## src/rtl/seq_multiplier.sv

```systemverilog
// Sequential unsigned shift-add multiplier. It produces one partial product per clock.
// Latency: start sampled at E0, done and product valid after edge E0+DATA_WIDTH; issue interval DATA_WIDTH+1.
// Backpressure: none. start is ignored while busy, and requests are never queued.
//
// Ports:
//   clk        rising-edge clock
//   rst        asynchronous active-high reset; clears state, operands, accumulator and outputs
//   start      request, accepted in IDLE or DONE
//   a, b       multiplicand / multiplier, captured on an accepted start
//   busy       high while iterating (RUN)
//   done       one-cycle pulse when a new product is valid
//   product_lo low half of the registered product
//   product_hi high half of the registered product
module seq_multiplier #(
    parameter int DATA_WIDTH = 16,
    parameter int CNT_WIDTH  = 5
) (
    input  logic                  clk,
    input  logic                  rst,
    input  logic                  start,
    input  logic [DATA_WIDTH-1:0] a,
    input  logic [DATA_WIDTH-1:0] b,
    output logic                  busy,
    output logic                  done,
    output logic [DATA_WIDTH-1:0] product_lo,
    output logic [DATA_WIDTH-1:0] product_hi
);

    typedef enum logic [1:0] {
        IDLE = 2'd0,
        RUN  = 2'd1,
        DONE = 2'd2
    } state_t;

    state_t                    state_q, state_d;
    logic [CNT_WIDTH-1:0]      count_q, count_d;
    logic [DATA_WIDTH-1:0]     mcand_q, mcand_d;
    logic [DATA_WIDTH-1:0]     mplier_q, mplier_d;
    // One bit wider than the operands so the carry of each add is kept.
    logic [DATA_WIDTH:0]       acc_hi_q, acc_hi_d;
    logic [2*DATA_WIDTH-1:0]   prod_q, prod_d;
    logic                      busy_q, busy_d;
    logic                      done_q, done_d;

    logic [DATA_WIDTH:0]       addend;
    logic [DATA_WIDTH:0]       sum;
    logic                      last_iter;

    // The partial product is added only when the current multiplier LSB is set.
    // acc_hi_q[DATA_WIDTH] is always 0 on entry to an add because the previous
    // shift cleared it. The sum therefore always fits in DATA_WIDTH+1 bits.
    assign addend    = mplier_q[0] ? {1'b0, mcand_q} : '0;
    assign sum       = acc_hi_q + addend;
    assign last_iter = (count_q == CNT_WIDTH'(DATA_WIDTH - 1));

    // Next-state and datapath.
    always_comb begin
        state_d  = state_q;
        count_d  = count_q;
        mcand_d  = mcand_q;
        mplier_d = mplier_q;
        acc_hi_d = acc_hi_q;
        prod_d   = prod_q;

        case (state_q)
            IDLE, DONE: begin
                if (start) begin
                    mcand_d  = a;
                    mplier_d = b;
                    acc_hi_d = '0;
                    count_d  = '0;
                    state_d  = RUN;
                end else begin
                    state_d  = IDLE;
                end
            end

            RUN: begin
                // {acc_hi, mplier} <= {1'b0, sum, mplier} >> 1, written out
                // field by field. The bit shifted out of sum enters the
                // multiplier MSB, and the consumed multiplier LSB is dropped.
                acc_hi_d = {1'b0, sum[DATA_WIDTH:1]};
                mplier_d = {sum[0], mplier_q[DATA_WIDTH-1:1]};
                count_d  = count_q + CNT_WIDTH'(1);
                if (last_iter) begin
                    // After the final shift the top accumulator bit is zero.
                    // The exact 2*DATA_WIDTH product is therefore the remaining bits.
                    prod_d  = {sum, mplier_q[DATA_WIDTH-1:1]};
                    state_d = DONE;
                end
            end

            default: begin
                state_d = IDLE;
            end
        endcase
    end

    // busy/done are registered from the next-state value.
    // They track the state register exactly and are free of decode glitches.
    always_comb begin
        busy_d = (state_d == RUN);
        done_d = (state_d == DONE);
    end

    always_ff @(posedge clk or posedge rst) begin
        if (rst) begin
            state_q  <= IDLE;
            count_q  <= '0;
            mcand_q  <= '0;
            mplier_q <= '0;
            acc_hi_q <= '0;
            prod_q   <= '0;
            busy_q   <= 1'b0;
            done_q   <= 1'b0;
        end else begin
            state_q  <= state_d;
            count_q  <= count_d;
            mcand_q  <= mcand_d;
            mplier_q <= mplier_d;
            acc_hi_q <= acc_hi_d;
            prod_q   <= prod_d;
            busy_q   <= busy_d;
            done_q   <= done_d;
        end
    end

    assign busy       = busy_q;
    assign done       = done_q;
    assign product_lo = prod_q[DATA_WIDTH-1:0];
    assign product_hi = prod_q[2*DATA_WIDTH-1:DATA_WIDTH];

endmodule
```

## config.mk

```make
export PLATFORM = sky130hd
export DESIGN_NAME = seq_multiplier
export DESIGN_NICKNAME = d
export VERILOG_FILES = /design/src/rtl/seq_multiplier.sv
export SDC_FILE = /design/constraint.sdc
export NUM_CORES = 1
export LEC_CHECK = 0
export CAP_MARGIN = 30
export CORE_UTILIZATION = 45
export CTS_CLUSTER_SIZE = 40
export DETAILED_ROUTE_END_ITERATION = 8
export PLACE_DENSITY = 0.79
export SYNTH_ARGS = -nofsm -noshare
export SYNTH_HDL_FRONTEND = slang
export SYNTH_SLANG_ARGS = --single-unit
```

## constraint.sdc

```tcl
create_clock -name clk -period 8.5 [get_ports clk]
set_input_delay 1.275 -clock clk [delete_from_list [all_inputs] [get_ports clk]]
set_output_delay 1.275 -clock clk [all_outputs]
set_load 0.03 [all_outputs]
```

* Word-level counts from Yosys, hierarchy flattened
Cells that the tools add are included.
** Word-level totals
- Output and inout port bits :: 34
- Bits in registers :: 90
- Input port bits :: 35
** Cells by class
- Equality and inequality tests :: 6
- Multiplexer cells :: 10
- Reductions and logical operators :: 6
- Add/subtract/negate cells :: 2
** Operator list (count)
- 17-bit one-hot mux with 2 select lines :: 1
- 16-bit 2-to-1 mux :: 2
- 16-bit one-hot mux with 2 select lines :: 1
- 17-bit by 16-bit adder with 17-bit output :: 1
- 17-bit 2-to-1 mux :: 1
- 5-bit one-hot mux with 2 select lines :: 1
- 2-bit AND reduction :: 3
- 5-bit by 1-bit adder with 5-bit output (second input constant) :: 1
- 5-bit by 4-bit == test with 1-bit output (second input constant) :: 1
- 5-bit 2-to-1 mux :: 1
- 2-bit by 1-bit == test with 1-bit output (second input constant) :: 2
- 2-bit == test (second input constant) :: 2
- 2-bit one-hot mux with 2 select lines :: 1
- 2-bit logical NOT :: 1
- 2-bit 2-to-1 mux :: 1
- 2-bit inequality test (second input constant) :: 1
- 2-bit nonzero test :: 1
- 2-bit OR reduction :: 1
- 1-bit 2-to-1 mux :: 1

* Depth between registers and ports, before layout
- Word-level depth :: 4
- Gate-level depth with buffers :: 12
- Depth with buffers taken out :: 11

* Worst setup path after synthesis
Ideal clock, no wire load.
- Path type :: reg-to-reg
- Start :: register mplier_q[0]
- End :: register acc_hi_q[13]
- Stages on the path, launching flop included :: 13
- Path slack :: 6094 ps
- Path buffers :: 1
- Period minus slack after synthesis :: 2406 ps
- Setup time :: 130 ps
- Data arrival time :: 2275 ps
- Data required time :: 8370 ps
- Path through :: dfrtp_1 clkbuf_1 and2_1 ha_1 inv_1 fa_1 nor2b_4 o31a_1 o31ai_2 nand3_1 a31oi_1 xor2_1 o21ai_1
** Between the ends
- Longest elaborated chain between the ends :: 3
** Ends and longest elaborated chain
- start: declaration :: RTL line 38 : logic [DATA_WIDTH-1:0] mplier_q, mplier_d;
- start signal: assignment :: RTL line 120 : mplier_q <= mplier_d;
- 16-bit 2-to-1 mux :: RTL line 52 : assign addend = mplier_q[0] ? {1'b0, mcand_q} : '0;
- 17-bit by 16-bit adder with 17-bit output :: RTL line 53 : assign sum = acc_hi_q + addend;
- 17-bit one-hot mux with 2 select lines :: RTL line 65 : case (state_q)
- end signal: assignment :: RTL line 121 : acc_hi_q <= acc_hi_d;
- end: declaration :: RTL line 40 : logic [DATA_WIDTH:0] acc_hi_q, acc_hi_d;
No other way between the ends.
A chain may end at the register's enable or synchronous reset.

* Worst setup path after layout
- Start :: register mplier_q[0]
- End :: register prod_q[31]
** Between the ends
- Longest elaborated chain between the ends :: 2
** Ends and longest elaborated chain
- 16-bit 2-to-1 mux :: RTL line 52
- 17-bit by 16-bit adder with 17-bit output :: RTL line 53
- end signal: assignment :: RTL line 122 : prod_q <= prod_d;
- end: declaration :: RTL line 41 : logic [2*DATA_WIDTH-1:0] prod_q, prod_d;
No other way between the ends.

==> impl_metrics.py <==
metrics = {
    "status": {
        "status": "finished, violations left",
        "violations": "DRC",
    },
    "place": {
        "dpl.hpwl_um": 6007,
        "io_buffers": 68,
        "gp_congestion": 0.9225,
    },
    "logic_synthesis": {
        "syn_nets": 466,
        "synth_area_leaders": "dfrtp_1 54%, nand2_1 11%, ha_1 5.5%",
        "netlist_area_um2": 4116,
        "yosys.area.top_type": "dfrtp_1",
        "synth_top_area_share": 0.5410,
        "syn_avg_cell_area_um2": 9.991,
        "yosysSeqAreaShare": 0.5410,
        "ys_warn_count": 0,
        "synth-seq-cells": 89,
        "yosysUniqueCellTypes": 36,
        "syn_inst": 412,
    },
    "finish": {
        "area_delta_synth_final_pct": 23.92,
        "regArea_um2": 2227,
        "drive_gt1_frac": 0.09336,
        "n_fill_cell": 762,
        "num_antenna_cells": 0,
        "multi_input_area_um2": 1788,
        "fin_nets": 531,
    },
    "setup_path": {
        "startpoint_type": "flip-flop",
        "cp.arrival_ns": 3.10,
        "crit_path_top_delay_cell": "a311oi_1",
        "path_class": "reg2reg",
        "cp.required_ns": 8.72,
        "critPathBufInv": 1,
        "path_cells": "and2_1, ha_1, inv_1, fa_1, nor2b_4, o31a_1, o31ai_2, nand3_1, a311oi_1, o21ai_1",
        "cp_max_fo": 17,
        "end_kind": "flip-flop",
        "slowest_delay_ns": 0.56,
        "critical_path.top_delay_family": "compound AO/OA/AOI/OAI gates",
    },
    "clock_network": {
        "hold_buffers": 0,
        "numCtsBuffers": 9,
        "cts_htree_levels": 3,
        "cts_tree": "done",
        "cts_max_path_buffers": 2,
        "clk_latency_ns": 0.37,
        "postCtsSetupRepairBufs": 0,
        "numClockSinks": 89,
        "cts_root_buffer": "clkbuf_8",
        "clkTransAtPathRegs_ns": 0.09,
        "cts-resized-gates": 0,
    },
    "sta": {
        "fmax_mhz": 347.2,
        "maxSlewHeadroom": 0.3653,
        "finalSetupViolations": 0,
        "hold_violations": 0,
        "setup_tns_ns": 0,
        "clock_skew_ns": 0.01052,
        "slew_viol_final": 0,
        "finalCriticalPeriod_ns": 2.880,
        "grt_setup_unrepaired": "no",
        "finalCritPeriodShare": 0.3388,
        "worst_pin_slew_ns": 0.9497,
    },
    "min_path": {
        "holdCritPathClass": "reg2reg",
    },
    "floorplanning": {
        "ios": 69,
        "rows": 34,
        "initial_core_util": 0.4675,
        "dieArea_um2": 9535,
        "core-area_um2": 8806,
        "die_y_um": 97.65,
        "die_w_um": 97.65,
    },
    "global_route": {
        "grt_pass1_vias": 3208,
        "grt_overflow_total": 0,
        "track_usage": 0.1960,
        "antenna_found_initial": 0,
        "grt_max_degree": 52,
        "grt_pass1_wl_um": 14840,
    },
    "drt": {
        "drtIter0Drc": 178,
        "post_drt_wl_per_cell_um": 14.26,
        "vias": 3164,
        "vias_per_cell": 5.363,
        "wirelength_um": 8412,
        "first_pass_iters": 7,
        "ant_nets": 0,
        "drc": 15,
    },
    "power_and_ir_drop": {
        "p_leak_nw": 2.406,
        "cellPowerDensity_nw_per_um2": 399.7,
        "ir_worst_vdd_mv": 0.1945,
        "total_power_mw": 2.039,
    },
    "job": {
        "drv_cap": 0,
    },
}
per-layer routing:
metal | up-vias | track usage | share of wire
li1 | 1528 | - | -
met2 | 98 | 0.3055 | 0.46
met4 | 0 | 0.06760 | 0.016
met3 | 14 | 0.05755 | 0.063
met1 | 1524 | 0.2613 | 0.46
met5 | - | 0 | 0
worst register-to-register path: cells and delay by family, from the launching register on:
family	cells	cell delay (ns)
adders and majority gates	2	0.46
and+or+nand+nor	3	0.47
DFF	1	0.55
AOI/OAI and AO/OA	4	1.19
buffers and inverters	1	0.07
sequential cells by signal, summed over array words and instances, names as in the netlist:
name      count
state_q       2
acc_hi_q     16
mplier_q     16
prod_q       32
busy          1
count_q       5
done          1
mcand_q      16
stage by stage:
stage               setup WS, ns  area, um2  instances  hold slack, ns  utilization
floorplan                  4.918       4116        412          0.4374            -
global placement           5.606       4896        573          0.4545       0.5560
detailed placement         5.573       4923        574          0.4564       0.5591
CTS                        5.656       5101        590          0.4797       0.5793
global route               5.359       5101        590          0.5034       0.5793
finish                     5.620       5101        590          0.4770       0.5793
where the power goes:
part           switching [mW]  internal [mW]  leakage (nW)
combinational           0.584          0.432          1.25
sequential              0.126          0.630          1.08
clock                   0.159          0.108        0.0822
total                   0.869           1.17          2.41
cells in the final DEF, fill, tap and decap left out, types with 2 or more instances in the layout:
cell type | Yosys | layout
a21o_1 | 7 | 7
a21oi_1 | 10 | 10
a22o_1 | 2 | 2
a22oi_1 | 16 | 16
a31oi_1 | 4 | 4
and2_1 | 15 | 15
and3_1 | 4 | 4
buf_4 | 0 | 4
clkbuf_8 | 0 | 9
clkdlybuf4s50_1 | 0 | 68
clkinv_2 | 0 | 2
clkinvlp_4 | 0 | 3
dfrtp_1 | 89 | 89
ha_1 | 18 | 18
inv_1 | 8 | 7
inv_6 | 0 | 2
mux2_2 | 17 | 17
nand2_1 | 118 | 118
nand2b_1 | 3 | 3
nand3_1 | 4 | 4
nor2_1 | 3 | 2
nor2b_1 | 3 | 2
nor3_1 | 2 | 2
o21a_1 | 2 | 2
o21ai_0 | 30 | 30
o21ai_1 | 13 | 13
xnor2_1 | 6 | 6
xor2_1 | 7 | 7
synth_stat cells, drive strengths merged:
cell type and number:
a21bo 1, a21o 7, a21oi 11, a22o 2
a22oi 16, a311o 1, a311oi 1, a31oi 4
a41o 1, and2 15, and3 4, buf 1
clkbuf 18, dfrtp 89, fa 1, ha 18
inv 9, mux2 17, nand2 118, nand2b 3
nand3 4, nand4 1, nor2 3, nor2b 4
nor3 2, o211ai 1, o21a 2, o21ai 43
o31a 1, o31ai 1, xnor2 6, xor2 7
worst paths after layout:
check,cells after the start,startpoint,slack [ns],end
min in group asynchronous,3,rst,1.34,prod_q[18]$_DFFE_PP0P_
max,10,mplier_q[0]$_DFFE_PP0P_,5.62,prod_q[31]$_DFFE_PP0P_
max in group asynchronous,4,rst,6.54,mplier_q[7]$_DFFE_PP0P_
min reg2reg,2,mcand_q[13]$_DFFE_PP0P_,0.48,mcand_q[13]$_DFFE_PP0P_
max reg2reg,10,mplier_q[0]$_DFFE_PP0P_,5.62,prod_q[31]$_DFFE_PP0P_
min,2,mcand_q[13]$_DFFE_PP0P_,0.48,mcand_q[13]$_DFFE_PP0P_
cell families after synthesis:
| logic type | count (synthesis) | share of synthesized area |
|---|---|---|
| multiplexers | 17 | 0.04650 |
| AND/OR/NAND/NOR | 154 | 0.1605 |
| AO/OA/AOI/OAI | 92 | 0.1389 |
| buffers and inverters | 28 | 0.02583 |
| XOR/XNOR | 13 | 0.02766 |
| flip-flops | 89 | 0.5410 |
| adder cells (fa/ha/maj) | 19 | 0.05958 |
cell type report:
class,instances,area share
inverter,9,0.006868
timing repair buffer,73,0.1447
multi-input combinational,295,0.3505
sequential,89,0.4366
clock inverter,7,0.01055
tap,108,0.02649
clock buffer,9,0.02428
No activity file was read; power rests on OpenSTA's default activity.
==> edit 1, RTL diff (config.mk and constraints unchanged) <==
Register the outputs `product_lo` and `product_hi`, without a reset; this adds one clock of latency there. The other outputs are not delayed to match. Comments in the files are not updated.
--- a/src/rtl/seq_multiplier.sv
+++ b/src/rtl/seq_multiplier.sv
@@ -127,7 +127,9 @@
 
     assign busy       = busy_q;
     assign done       = done_q;
-    assign product_lo = prod_q[DATA_WIDTH-1:0];
-    assign product_hi = prod_q[2*DATA_WIDTH-1:DATA_WIDTH];
+    always_ff @(posedge clk) begin
+        product_lo <= prod_q[DATA_WIDTH-1:0];
+        product_hi <= prod_q[2*DATA_WIDTH-1:DATA_WIDTH];
+    end
 
 endmodule
Check against the original RTL: same outputs for any inputs over 10 cycles, from zero or initial values and one cycle with rst high; that may be too few to reach the edited logic, so the function may still have changed.
==> edit 1 against the unedited design <==
  * Clock power increased by 150%
  * Setup slack improved by 2.9 ps
  * Sequential cell count increased by 32
  * Design area increased by 21%
  * Core utilization increased by 1.9 points
  * Total power increased by 32%
  * Die area increased by 15%
  * Wire length increased by 19%
  * Synthesized area increased by 16%
  * Sequential share of layout area increased by 3.0 points
  * Critical path type unchanged
  * Largest cell class unchanged
==> edit 1: results (changes against the unedited design) <==
[clocking]
cts_setup_buffers = 0  ; unchanged
cts_resized = 0  ; unchanged
cts_buffers = 17  ; +8
htreeDepth = 4  ; +1
cts_root_buf = clkbuf_8
cts_buffer_depth = 2  ; unchanged
cts.clk_slew.worst_paths_ps = 60  ; -30 ps
clock_latency_ps = 530  ; +160 ps

[global_route]
grt_pass1_wl_mm = 17.0  ; +15%
grt_pass1_vias = 3561  ; +11%
antenna_found_initial = 0  ; unchanged
grt_max_degree = 75  ; +44%
grt_use_total = 0.200  ; +0.00361

[status]
status = finished, final reports clean

[yosys]
ys_async_sr_fraction = 0.736  ; -0.264
synth_nets = 497  ; +6.7%
synthFlopType = dfrtp_1
syn_area_per_cell_um2 = 10.8  ; +7.7%
synth_common_cells = 117 x nand2_1, 89 x dfrtp_1, 32 x dfxtp_1, 29 x o21ai_0, 19 x clkbuf_1
seq_area_frac_synth = 0.602  ; +0.0607
ys_warn_count = 0  ; unchanged
synth.distinct_cells = 36  ; unchanged
ys_top_cells_by_area = dfrtp_1 47%, dfxtp_1 13%, nand2_1 9.2%, ha_1 4.7%, mux2_2 4.3%

[layout]
antenna_cells = 0  ; unchanged
finalNetCount = 569  ; +7.2%
largest_reg_flops = 32  ; unchanged
largest_register = prod_q
fillCellCount = 829  ; +8.8%
final_layout_size_suffix_gt1_frac = 0.117  ; +0.0241

[detailed_routing]
viasPerCell = 5.26  ; -1.9%
drt_iter0_drc = 145  ; -19%
wire_per_inst_um = 15.1  ; +5.9%
firstDrtPassIters = 5  ; -2
routed_wl_mm = 10.0  ; +19%

[place]
dp.cells = 632  ; +10%
io_buffer_count = 68  ; unchanged
gp_congestion = 0.848  ; -8.1%
dp_hpwl_mm = 6.34  ; +5.6%

[critical_path]
cp_max_fo = 17  ; unchanged
critPathArrivalTime_ps = 3250  ; +150 ps

[timing]
slew-limit-headroom = 0.331  ; -0.0346
clock_skew_ps = 9.36  ; -1.16 ps

[power_and_ir_drop]
power.leakage_uw = 0.00286  ; +19%
peakVddDrop_v = 0.000232  ; +19%

[worst_hold_path]
hold_class = register to register

edit 1: logic make-up after synthesis:
logic type,count (synthesis),synth area share
adder cells (fa/ha/maj),19,0.0515
AO/OA/AOI/OAI,90,0.119
AND/OR/NAND/NOR,153,0.138
XOR/XNOR,13,0.0239
multiplexers,18,0.0425
flip-flops,121,0.602
buffers and inverters,29,0.0231
edit 1: area by class of cell:
| type | count | area share |
|---|---|---|
| inverter | 9 | 0.00570 |
| tap | 136 | 0.0277 |
| clock buffer | 17 | 0.0673 |
| timing repair buffer | 73 | 0.120 |
| multi-input combinational | 293 | 0.292 |
| sequential | 121 | 0.466 |
| clock inverter | 15 | 0.0212 |
edit 1: metal layers:
metal	GRT usage	share of wire	vias up
met5	0	0	-
met4	0.0835	0.020	0
met3	0.0586	0.050	21
met2	0.318	0.49	111
met1	0.255	0.44	1709
li1	-	-	1652
edit 1: worst paths after layout:
kind	cells after the start	startpoint	end	slack (ps)
min reg2reg	0	prod_q[31]	product_hi[15]	360
max in group asynchronous	4	rst	prod_q[24]	6790
min in group asynchronous	3	rst	prod_q[7]	1080
max reg2reg	10	mplier_q[0]	acc_hi_q[15]	5620
min	0	prod_q[31]	product_hi[15]	360
max	10	mplier_q[0]	acc_hi_q[15]	5620
edit 1: critical path, cell delays in order, from the launching register on:
cell	delay, ps
dfrtp_1	550
and2_1	230
ha_1	200
inv_1	80
fa_1	260
nor2b_4	60
o31a_1	290
o31ai_2	220
nand3_1	180
a311oi_1	510
o21ai_0	140
edit 1: power by group:
group | internal [uW] | switching [uW]
sequential | 856 | 152
clock | 369 | 288
combinational | 441 | 594
total | 1670 | 1030
edit 1: through the flow:
stage	setup slack [ps]	instance area, um^2
global route	5520	6150
detailed placement	5500	5610
floorplan	4920	4770
CTS	5620	6150
finish	5620	6150
global placement	5580	5580
==> edit 2, RTL diff (same settings) <==
Made on the original files. Set the parameter `CNT_WIDTH` to 10 (it was 5).
--- a/src/rtl/seq_multiplier.sv
+++ b/src/rtl/seq_multiplier.sv
@@ -13,7 +13,7 @@
 //   product_hi high half of the registered product
 module seq_multiplier #(
     parameter int DATA_WIDTH = 16,
-    parameter int CNT_WIDTH  = 5
+    parameter int CNT_WIDTH  = 10
 ) (
     input  logic                  clk,
     input  logic                  rst,
Behaviour: no difference found for any inputs over 10 cycles, from zero or initial values and one cycle with rst high; that may be too few to reach the edited logic, so the function may still have changed.
==> edit 2 against the unedited design <==
  * Fmax fell by 4.0%
  * Combinational power up 4%
  * Cell count rose by 13%
  * Synthesized area up 8.6%
  * Worst hold slack better by 3.5 ps
  * Synthesized cell count grew 14%
  * Setup slack got worse by 120 ps
  * Sequential cell count up 5
  * Critical endpoint is now acc_hi_q[15]
  * Wire length rose by 21%
  * Total power increased by 6.6%
  * Design area grew 7.6%
  * First-iteration DRC count fell by 12%
  * Largest power group unchanged
  * Core utilization is 1.3 points lower
==> edit 2: results (changes against the unedited design) <==
[global_route]
antenna_found_initial = 0  ; unchanged
grt_pass1_vias = 3592  ; +12%
grt_use_total = 0.216  ; +0.0198
grt_use_met1 = 0.267  ; +0.00577
use_met2 = 0.367  ; +0.0620
use_met3 = 0.0628  ; +0.00525
grt_pass1_wl_mm = 17.1  ; +15%
grt_max_degree = 50  ; -3.8%

[layout]
antenna_cells = 0  ; unchanged
ff_latch_area_mm2 = 0.00235  ; +5.6%
fillCellCount = 838  ; +10%
final_layout_size_suffix_gt1_frac = 0.0709  ; -0.0225
final_cells = 669  ; +13%
largest_register = prod_q
finalNetCount = 584  ; +10%

[critical_path]
cp_slowest_cell = dfrtp_1
critical_path.max_stage_delay_ps = 560  ; about the same
critical_path.startpoint = mplier_q[0]
crit_path_end_kind = register
cp_max_fo = 17  ; unchanged
ff2ff_path_depth = 9  ; -1
critPathArrivalTime_ps = 3220  ; +120 ps
r2r_end = acc_hi_q[15]

[place]
place_area_mm2 = 0.00527  ; +7.0%
gp_congestion = 0.828  ; -10%
dp.cells = 653  ; +14%
dpl_worst_slack_ps = 5530  ; -40.2 ps
dp_hpwl_mm = 7.00  ; +17%

[power_and_ir_drop]
power.leakage_uw = 0.00259  ; +7.5%
peakVddDrop_v = 0.000211  ; +8.5%

[detailed_routing]
firstDrtPassIters = 4  ; -3
viasPerCell = 5.26  ; -1.9%
drt_iter0_drc = 156  ; -12%
wire_per_inst_um = 15.2  ; +6.8%

[worst_hold_path]
min_from = mcand_q[3]
min_to = mcand_q[3]
whs_path_depth = 2  ; unchanged

[timing]
tightestPinTransition_ps = 791  ; -159 ps
fin_crit_sh = 0.353  ; +0.0141
hold_ws_ps = 480  ; +3.46 ps
clock_skew_ps = 14.2  ; +3.64 ps

[clocking]
cts_root_buf = clkbuf_8
cts_setup_buffers = 0  ; unchanged
cts_resized = 0  ; unchanged

[yosys]
ys_top_cells_by_area = dfrtp_1 53%, nand2_1 13%, ha_1 4.8%, a22oi_1 2.7%, o21ai_0 2.6%
synth.distinct_cells = 45  ; +25%
netlist_instances = 470  ; +14%
synth_nets = 523  ; +12%
synth_common_cells = 157 x nand2_1, 94 x dfrtp_1, 23 x o21ai_0, 19 x clkbuf_1
seq_area_frac_synth = 0.526  ; -0.0149

[status]
status = finished, final reports clean

edit 2: cell types whose count changed after synthesis, moves of 3 or more:
cell and change:
nand4_1 +3, a211oi_1 +4, nand3_1 +7, o21ai_0 -7, mux2_2 -9, a22o_1 +8, o211ai_1 +3, nand2_1 +39
nor2_1 +8, dfrtp_1 +5, o31ai_1 +5, o21ai_1 -12
edit 2: per-layer routing:
| metal | wire, um | share of wire |
|---|---|---|
| met1 | 4410 | 0.43 |
| met2 | 5230 | 0.51 |
| met3 | 442 | 0.043 |
| met4 | 108 | 0.011 |
| met5 | 0 | 0 |
edit 2: kinds of logic after synthesis:
| logic type | count (synthesis) | synth area share |
|---|---|---|
| adders and majority gates | 18 | 0.0521 |
| buffers and inverters | 30 | 0.0277 |
| and+or+nand+nor | 217 | 0.212 |
| DFF | 94 | 0.526 |
| muxes | 8 | 0.0202 |
| xor gates and xnor gates | 12 | 0.0235 |
| AOI/OAI and AO/OA | 91 | 0.139 |
edit 2: power breakdown:
| part | internal [uW] | switching [uW] | total (uW) |
|---|---|---|---|
| Clock | 168 | 161 | 328 |
| Sequential | 649 | 138 | 787 |
| Combinational | 451 | 608 | 1060 |
edit 2: critical path: cells and delay by family, from the launching register on:
kind | cells | cell delay (ps)
compound gates | 5 | 1310
fa+ha+maj | 2 | 640
simple gates | 2 | 350
flops | 1 | 560
edit 2: layout make-up:
cell class,instances,area share
Sequential cell,94,0.429
Clock buffer,10,0.0233
Tap cell,133,0.0303
Clock inverter,6,0.0171
Multi-Input combinational cell,346,0.365
Inverter,7,0.00502
Timing Repair Buffer,73,0.131
